**config.mk**
```make
export PLATFORM = sky130hd
export DESIGN_NAME = rr_arbiter4_flat
export DESIGN_NICKNAME = d
export VERILOG_FILES = /design/src/rtl/rr_arbiter4_if.sv /design/src/rtl/rr_arbiter4.sv /design/src/flat_wrapper.sv
export SDC_FILE = /design/constraint.sdc
export NUM_CORES = 1
export LEC_CHECK = 0
export ABC_AREA = 1
export CAP_MARGIN = 20
export CELL_PAD_IN_SITES_DETAIL_PLACEMENT = 0
export CELL_PAD_IN_SITES_GLOBAL_PLACEMENT = 1
export CORE_ASPECT_RATIO = 0.75
export CORE_UTILIZATION = 31
export CTS_CLUSTER_SIZE = 12
export DETAILED_ROUTE_END_ITERATION = 10
export GPL_TIMING_DRIVEN = 0
export PLACE_DENSITY = 0.8
export SYNTH_ARGS = -nofsm -noshare
export SYNTH_HDL_FRONTEND = slang
export SYNTH_SLANG_ARGS = --single-unit
```
**constraint.sdc**
```tcl
create_clock -name clk -period 2.1 [get_ports clk]
set_input_delay 0.63 -clock clk [delete_from_list [all_inputs] [get_ports clk]]
set_output_delay 0.63 -clock clk [all_outputs]
set_load 0.03 [all_outputs]
```
**src/rtl/rr_arbiter4_if.sv**
```systemverilog
// Request/grant bundle between requesting units (master) and the arbiter (slave).
interface rr_arbiter4_if;
  logic [3:0] req;
  logic [3:0] gnt;
  logic [1:0] gnt_id;
  logic       gnt_v;
  logic       switch;

  modport master (output req, input gnt, gnt_id, gnt_v, switch);
  modport slave  (input req, output gnt, gnt_id, gnt_v, switch);
endinterface

```
**src/rtl/rr_arbiter4.sv**
```systemverilog
// Four-way arbiter: rotated priority encode, grant hold while requested, optional hold timeout.
// Handshake: req is a level; a requester owns the resource while gnt[k]=1 and releases it by dropping req[k].
module rr_arbiter4 #(
  parameter bit RR       = 1'b1,
  parameter int MAX_HOLD = 0
) (
  input  logic          clk,
  input  logic          rst_n,
  rr_arbiter4_if.slave  bus,
  output logic          dbg_state
);

  typedef enum logic {IDLE = 1'b0, GRANT = 1'b1} state_t;

  localparam bit         TIMEOUT_EN = (MAX_HOLD != 0);
  localparam logic [7:0] HOLD_LAST  = TIMEOUT_EN ? 8'(MAX_HOLD - 1) : 8'd0;

  state_t     state, state_nxt;
  logic [1:0] ptr, ptr_nxt;
  logic [7:0] hold_cnt, cnt_nxt;
  logic [3:0] gnt_q, gnt_nxt;
  logic [1:0] id_q, id_nxt;
  logic       gnt_v_q, gnt_v_nxt;
  logic       sw_q, sw_nxt;

  logic [3:0] others;
  logic [2:0] pick_all, pick_oth;
  logic       take;
  logic [1:0] take_id;

  // Returns {valid, index}: first set bit of r scanning from p upward, mod 4.
  function automatic logic [2:0] pick(input logic [3:0] r, input logic [1:0] p);
    logic [7:0] dbl;
    logic [3:0] rot;
    logic [1:0] enc;
    dbl = {r, r} >> p;
    rot = dbl[3:0];
    casez (rot)
      4'b???1: enc = 2'd0;
      4'b??10: enc = 2'd1;
      4'b?100: enc = 2'd2;
      default: enc = 2'd3;
    endcase
    return {|r, enc + p};
  endfunction

  always_ff @(posedge clk) begin
    if (!rst_n) begin
      state    <= IDLE;
      ptr      <= 2'd0;
      hold_cnt <= 8'd0;
      gnt_q    <= 4'd0;
      id_q     <= 2'd0;
      gnt_v_q  <= 1'b0;
      sw_q     <= 1'b0;
    end else begin
      state    <= state_nxt;
      ptr      <= ptr_nxt;
      hold_cnt <= cnt_nxt;
      gnt_q    <= gnt_nxt;
      id_q     <= id_nxt;
      gnt_v_q  <= gnt_v_nxt;
      sw_q     <= sw_nxt;
    end
  end

  always_comb begin
    state_nxt = state;
    id_nxt    = id_q;
    ptr_nxt   = ptr;
    cnt_nxt   = hold_cnt;
    sw_nxt    = 1'b0;
    take      = 1'b0;
    take_id   = 2'd0;
    // Masking the holder keeps it from winning its own handover.
    others    = bus.req & ~gnt_q;
    pick_all  = pick(bus.req, ptr);
    pick_oth  = pick(others, ptr);
    case (state)
      IDLE: begin
        if (pick_all[2]) begin
          take    = 1'b1;
          take_id = pick_all[1:0];
        end
      end
      GRANT: begin
        if (!bus.req[id_q]) begin
          if (pick_oth[2]) begin
            take    = 1'b1;
            take_id = pick_oth[1:0];
          end else begin
            state_nxt = IDLE;
            id_nxt    = 2'd0;
            cnt_nxt   = 8'd0;
          end
        end else if (TIMEOUT_EN && hold_cnt >= HOLD_LAST) begin
          if (pick_oth[2]) begin
            take    = 1'b1;
            take_id = pick_oth[1:0];
          end else begin
            cnt_nxt = HOLD_LAST;
          end
        end else if (hold_cnt != 8'hff) begin
          cnt_nxt = hold_cnt + 8'd1;
        end
      end
      default: state_nxt = IDLE;
    endcase
    if (take) begin
      state_nxt = GRANT;
      id_nxt    = take_id;
      sw_nxt    = 1'b1;
      cnt_nxt   = 8'd0;
      ptr_nxt   = RR ? take_id + 2'd1 : 2'd0;
    end
  end

  always_comb begin
    gnt_v_nxt = (state_nxt == GRANT);
    gnt_nxt   = gnt_v_nxt ? (4'b0001 << id_nxt) : 4'b0000;
  end

  assign bus.gnt    = gnt_q;
  assign bus.gnt_id = id_q;
  assign bus.gnt_v  = gnt_v_q;
  assign bus.switch = sw_q;
  assign dbg_state  = state;

endmodule

```
**src/flat_wrapper.sv**
```systemverilog
// flat-port wrapper written by rule: the top's interface ports become plain ports
module rr_arbiter4_flat 
#(
  parameter bit RR       = 1'b1,
  parameter int MAX_HOLD = 0
)
  (clk, rst_n, dbg_state, bus_req, bus_gnt, bus_gnt_id, bus_gnt_v, bus_switch);
  rr_arbiter4_if bus_i ();
  input  logic clk;
  input  logic rst_n;
  output logic dbg_state;
  input wire logic [$bits(bus_i.req)-1:0] bus_req;
  output wire logic [$bits(bus_i.gnt)-1:0] bus_gnt;
  output wire logic [$bits(bus_i.gnt_id)-1:0] bus_gnt_id;
  output wire logic [$bits(bus_i.gnt_v)-1:0] bus_gnt_v;
  output wire logic [$bits(bus_i.switch)-1:0] bus_switch;
  assign bus_i.req = bus_req;
  assign bus_gnt = bus_i.gnt;
  assign bus_gnt_id = bus_i.gnt_id;
  assign bus_gnt_v = bus_i.gnt_v;
  assign bus_switch = bus_i.switch;
  rr_arbiter4 #(.RR(RR), .MAX_HOLD(MAX_HOLD)) u_core (.clk(clk), .rst_n(rst_n), .bus(bus_i), .dbg_state(dbg_state));
endmodule
```
==> reports/metrics.cfg, run 1 <==
[outcome]
status=finished, final reports clean

[setup_path]
worst_ep_arrival_time_ns=1.34
crit_end=bus_gnt_v
rrSetupSlack_ns=0.16
r2r-start=u_core.ptr[0]
cp-start-kind=flop
worstSetupStartpoint=u_core.dbg_state
crit_family=buffers and inverters
cp_slowest_cell=clkdlybuf4s50_1
path_depth=1
critPathRequiredTime_ns=1.47
r2r-end=u_core.bus.gnt[3]
critical_path_class=reg -> out
reg2reg_depth=10
crit_buf_inv=1
cp-end-kind=primary output
cp_max_fo=5
cpPeakStageDelay_ns=0.69
crit_chain=clkdlybuf4s50_1

[place]
dp_slack_ns=-0.624
dp_hpwl_um=1670
port-buffer-count=14
gp_congestion=0.860

[final_layout]
nets=163
layout-drive-gt1-share_pct=30.5
register_area_um2=201
multi_input_area_um2=549
fill_cells=262
final_util_pct=45.2
syn_to_final_growth_pct=31.6
antennaDiodeCount=0

[synth]
synth_xor_area_share_pct=1.05
syn_nets=141
yosys.area_share.simple_pct=49.2
synth_top_area_share_pct=24.1
syn_area_um2=831
synthAdderAreaFrac_pct=3.01
synth_most_common_cell=nand2_1
synth_top_family_by_area=simple AND/OR/NAND/NOR gates
async_flop_share_pct=0
synthFlopType=dfxtp_1
seq_area_frac_synth_pct=24.1
syn_avg_cell_area_um2=6.25
ys_ff_latch=10
synth_cells=133
synthMuxAreaShare_pct=0
synth_edf_count=0
yosysWarnings=0
synth_compound_gate_area_share_pct=8.58
synth_top_area_cell=dfxtp_1
synth_top_cells_by_count=nand2_1, nand3_1, inv_1, nor2_1, dfxtp_1
synth_area_leaders=dfxtp_1, nand2_1, nand3_1, inv_1, nor2_1
ys_types=25

[floorplan]
die_x_um=61.8
die-area_um2=2890
dieHeight_um=46.8
coreArea_um2=2420
ioPinCount=15
rows=15
initial_core_util_pct=34.3

[timing]
finalSetupViolations=0
setup_slack_ns=0.129
slew_violations=0
hold_slack_ns=0.661
fin_skew_ns=0.00670
clock.fmax_mhz=507
tightest_slew_ns=0.338
hold_viol_final=0
finalCritPeriodShare_pct=93.9
finalCriticalPeriod_ns=1.97
timing.slew.headroom_pct=77.3

[power]
leakage_uw=0.000555
clkPwrFrac_pct=10.0
p_int_uw=833
combPwrFrac_pct=71.1
p_switching_uw=881
p_seq_share_pct=18.9
switching_share_pct=51.4
peakVddDrop_mv=0.683
power_density_nw_per_um2=1570

[worst_hold_path]
hp-class=reg -> reg

[routing]
drtIter0Drc=46
drc=0
vias=892
via_per_inst=4.74
avgRoutedWirePerCell_um=11.2
routed_wl_um=2110
ant_nets=0
dr.pass1.iters=4

[global_routing]
grt.overflow.total=0
grt_pass1_wl_um=3340
grt_pass1_vias=753
track_usage_pct=16.0
grt_max_degree=11
antenna_found_initial=0

[clocking]
cts-htree-levels=1
clk_latency_ns=0.26
cts_tree=built
clk_path_buf_depth=2
ctsHoldBuffers=0
cts_root_buf=clkbuf_4
cts_sinks=10
clk_pin_slew_ns=0.07
cts_buffers=3

[job]
maxCapViolCount=0

-- worst min path at each step --
| stage | to | slack (ns) | cells past startpoint | start |
|---|---|---|---|---|
| final | u_core.ptr[0] | 0.66 | 2 | u_core.ptr[0] |
| after global routing | u_core.bus.gnt[3] | 0.69 | 2 | u_core.bus.gnt_id[0] |
| after CTS | u_core.bus.gnt[1] | 0.65 | 2 | u_core.bus.gnt_id[0] |
| after detailed placement | u_core.bus.gnt[1] | 0.66 | 2 | u_core.bus.gnt_id[0] |
| after global placement | u_core.bus.gnt[3] | 0.68 | 2 | u_core.bus.gnt_id[0] |
| after floorplan | u_core.ptr[0] | 0.58 | 2 | u_core.ptr[0] |
-- repair_timing --
item                                    in CTS  in global routing
buffers inserted                             1                  2
gates cloned                                 0                  0
resized for setup                           11                 14
endpoints found under the setup margin       8                  9
pin swaps                                    2                  2
-- metrics by stage --
step           TNS, ns  power [µW]  cell area (µm²)  instances
6_report             0        1710             1090        188
5_1_grt        -0.0170        1880             1090        188
4_1_cts              0        1680             1070        186
3_5_place_dp     -4.41        1450             1010        181
2_1_floorplan        0        1180              831        133
3_3_place_gp     -4.65        1440             1010        181
-- layout by cell type, fill, tap and decap left out, types with 2 or more instances in the layout --
cell type	instances
nand3_2	3
dlymetal6s2s_1	2
clkbuf_4	3
nor2_2	5
nand3_1	20
clkdlybuf4s50_1	8
nand4_1	3
clkbuf_2	4
buf_4	4
buf_6	2
nand2_1	34
inv_2	8
a21oi_1	2
nor2_1	10
inv_1	15
dfxtp_1	9
nand2_2	7
-- per-layer routing --
layer	vias to the layer above	routed length, µm	part of all wire (%)	GRT usage, %
li1	463	-	-	-
met1	403	1080	51	21.9
met2	26	914	43	24.9
met3	0	109	5.2	6.34
met4	0	0	0	1.33
met5	-	0	0	0
-- power by group through the flow --
stage,sequential [µW],clock [µW],combinational (µW)
2_1_floorplan,414,0,762
3_3_place_gp,321,0,1120
3_5_place_dp,324,0,1130
4_1_cts,323,175,1180
5_1_grt,333,188,1350
6_report,324,171,1220
-- tightest hold or removal path: stages, from the launching register on --
cell and delay (ns):
dfxtp_2 0.36, inv_1 0.17, a211oi_1 0.09
-- sequential cells by signal, summed over array words and instances, names as in the netlist --
| register | count |
|---|---|
| u_core.bus.switch | 1 |
| u_core.dbg_state | 1 |
| u_core.ptr | 2 |
| u_core.bus.gnt_id | 2 |
| u_core.bus.gnt | 4 |
-- layout make-up --
type / count / share of cell area [%]
multi-input combinational: 97 / 50.2
sequential: 10 / 18.4
timing repair buffer: 17 / 13.5
inverter: 23 / 7.89
tap: 34 / 3.89
clock buffer: 4 / 3.32
buffer: 3 / 2.75
-- cells by family (layout without fill, tap and decap cells) --
logic type                 count (synthesis)  after routing
and+or+nand+nor                           85             85
DFF                                       10             10
adders and majority gates                  2              2
xor gates and xnor gates                   1              1
AOI/OAI and AO/OA                          9              9
buffers and inverters                     26             47
No activity file was read; power rests on OpenSTA's default activity.
==> run 2: changes to the inputs <==
--- a/config.mk
+++ b/config.mk
@@ -10,11 +10,11 @@
 export CELL_PAD_IN_SITES_DETAIL_PLACEMENT = 0
 export CELL_PAD_IN_SITES_GLOBAL_PLACEMENT = 1
 export CORE_ASPECT_RATIO = 0.75
-export CORE_UTILIZATION = 31
+export CORE_UTILIZATION = 35
 export CTS_CLUSTER_SIZE = 12
 export DETAILED_ROUTE_END_ITERATION = 10
 export GPL_TIMING_DRIVEN = 0
-export PLACE_DENSITY = 0.8
+export PLACE_DENSITY_LB_ADDON = 0.15
 export SYNTH_ARGS = -nofsm -noshare
 export SYNTH_HDL_FRONTEND = slang
 export SYNTH_SLANG_ARGS = --single-unit
==> constraint.sdc (replaced) <==
create_clock -name clk -period 1.9 [get_ports clk]
set_input_delay 0.57 -clock clk [delete_from_list [all_inputs] [get_ports clk]]
set_output_delay 0.57 -clock clk [all_outputs]
set_load 0.03 [all_outputs]
==> run 2 against run 1 <==
Net effect:
- the run now ends with negative setup slack left
- non-clock buffer count is 3 higher
- hold slack worse by 0.083 ns
- flip-flop and latch count stayed put
- clock-buffer cell count is 1 lower
- final cell count stayed put
- sequential share of layout area is 1.2 points lower
- critical path depth is 11 higher
- die area is 11% lower
- largest cell class unchanged
==> reports/metrics.cfg, run 2 (synthesized netlist as in run 1, its figures left out) <==
[place]
gp_congestion=0.900  ; +4.6%
placed_cells=179  ; -1.1%
dp_slack_ns=-0.781  ; -0.157 ns
dp_hpwl_um=1690  ; +1.3%
port-buffer-count=14  ; unchanged
dpl_cell_area_um2=1020  ; +0.37%

[routing]
drtIter0Drc=69  ; +50%
wl_met2_um=1120  ; +23%
via_per_inst=5.01  ; +5.6%
highest_layer=met4
dr_wl_met3_um=86  ; -21%
met1_length_um=1160  ; +6.8%
routed_wl_um=2370  ; +12%
drc=0  ; unchanged
dr.pass1.iters=4  ; unchanged
avgRoutedWirePerCell_um=12.6  ; +12%
vias=942  ; +5.6%
ant_nets=0  ; unchanged

[setup_path]
cp-start-kind=input pin
critPathRequiredTime_ns=2.07  ; +0.60 ns
cp_slowest_cell=o41ai_2
crit_buf_inv=4  ; +3
r2r-end=u_core.bus.gnt_id[0]
critical_path_class=in -> reg
rrSetupSlack_ns=-0.01  ; -0.17 ns
worst_ep_arrival_time_ns=2.09  ; +0.75 ns
reg2reg_depth=12  ; +2
r2r-start=u_core.ptr[0]
path_depth=12  ; +11
crit_end=u_core.bus.gnt_id[0]
crit_family=compound AO/OA/AOI/OAI gates
cpPeakStageDelay_ns=0.36  ; -0.33 ns
cp-end-kind=flop
cp_max_fo=4  ; -1
worstSetupStartpoint=bus_req[3]
crit_chain=buf_2 -> inv_2 -> nor2_4 -> nor2_4 -> o41ai_2 -> ha_2 -> nand2_2 -> nand2_4 -> inv_2 -> o31ai_2 -> nand2_1 -> inv_1

[worst_hold_path]
hp-class=reg -> reg

[timing]
clock.fmax_mhz=521
finalSetupViolations=2  ; +2
hold_viol_final=0  ; unchanged
fin_skew_ns=0.00209  ; -0.00461 ns
timing.slew.headroom_pct=76.7  ; -0.61 points
tightest_slew_ns=0.346  ; +0.00748 ns
setup_slack_ns=-0.0209  ; -0.150 ns
fin_setup_tns_ns=-0.0412  ; -0.0412 ns
grt_setup_unrepaired=true
finalCriticalPeriod_ns=1.92
finalCritPeriodShare_pct=101
slew_violations=0  ; unchanged

[clocking]
cts-htree-levels=1  ; unchanged
cts_sinks=10  ; unchanged
clk_pin_slew_ns=0.07  ; about the same
clk_path_buf_depth=2  ; unchanged
cts_tree=built
cts_root_buf=clkbuf_4
clk_latency_ns=0.27  ; about the same
cts_buffers=3  ; unchanged

[final_layout]
largest_reg_flops=4  ; unchanged
antennaDiodeCount=0  ; unchanged
layout_commonest_cell=nand2_1
syn_to_final_growth_pct=42.3
mostFrequentLayoutCells=nand2_1, nand3_1, inv_1
stdcell_area_um2=1180  ; +8.1%
layout-drive-gt1-share_pct=41.0  ; +11 points
nets=166  ; +1.8%
final_cells=188  ; unchanged

[job]
maxCapViolCount=0  ; unchanged

[global_routing]
grt.overflow.total=0  ; unchanged
antenna_found_initial=0  ; unchanged
grt_pass1_vias=829  ; +10%
track_usage_pct=19.2  ; +3.1 points
grt_max_degree=10  ; -1
grt_pass1_wl_um=3710  ; +11%

[outcome]
status=finished, violations left
violations=negative setup slack

[floorplan]
ioPinCount=15  ; unchanged
dieHeight_um=44.2  ; -5.6%
initial_core_util_pct=39.2  ; +4.9 points
coreArea_um2=2120  ; -12%
die-area_um2=2570  ; -11%
rows=14  ; -1
die_x_um=58.3  ; -5.7%

[power]
peakVddDrop_mv=0.582  ; -15%
total_power_uw=2080  ; +21%
power_density_nw_per_um2=1760  ; +12%
leakage_uw=0.000591  ; +6.5%

[run 2: changes by cell type in the layout (fill, tap and decap cells not counted), sizes merged]
cell | previous run | this run
dlymetal6s2s | 2 | 1
buf | 6 | 13
dlygate4sd2 | 0 | 3
clkdlybuf4s50 | 8 | 6
clkbuf | 8 | 3
[run 2: metrics by stage]
stage / util, % / hold WS [ns]
floorplan: - / 0.597
global placement: 48.0 / 0.646
detailed placement: 48.0 / 0.648
CTS: 51.5 / 0.562
global route: 55.8 / 0.606
finish: 55.8 / 0.578
[run 2: worst reg2reg max path: stages, from the launching register on]
cell and delay [ns]:
dfxtp_4 0.39, buf_8 0.14, nand2_4 0.06, nand2_4 0.06
nor2_4 0.04, o41ai_2 0.36, ha_2 0.33, nand2_2 0.08
nand2_4 0.07, inv_2 0.07, o31ai_2 0.09, nand2_1 0.09
inv_1 0.04
[run 2: power by group]
group | switching, µW | internal (µW)
logic | 957 | 606
registers | 71.1 | 298
clock network | 74.1 | 73.3
total | 1100 | 977
[run 2: timing repair]
item	4_1_cts	5_1_grt
endpoints found under the setup margin	11	9
pin swaps	9	13
gates resized for setup	32	23
buffers inserted	5	0
hold buffers	0	0
cloned	1	0
[run 2: worst min-delay path by stage]
stage               cells after the start                  from           endpoint
floorplan                               2         u_core.ptr[0]      u_core.ptr[0]
global placement                        2  u_core.bus.gnt_id[0]  u_core.bus.gnt[1]
detailed placement                      2  u_core.bus.gnt_id[0]  u_core.bus.gnt[3]
CTS                                     2         u_core.ptr[0]      u_core.ptr[0]
global route                            2         u_core.ptr[0]      u_core.ptr[0]
finish                                  2         u_core.ptr[0]      u_core.ptr[0]
[run 2: per-layer routing]
metal	vias up	GRT usage, %
met5	-	0
met4	0	4.76
met3	2	3.51
met2	32	30.3
met1	440	27.1
li1	468	-
[run 2: cell type report]
class | instances | area (µm²)
Buffer | 3 | 33.8
Multi-Input combinational cell | 97 | 626
Inverter | 23 | 88.8
Fill cell | 213 | 937
Sequential cell | 10 | 204
Clock buffer | 3 | 22.5
Tap cell | 32 | 40.0
Timing Repair Buffer | 20 | 168
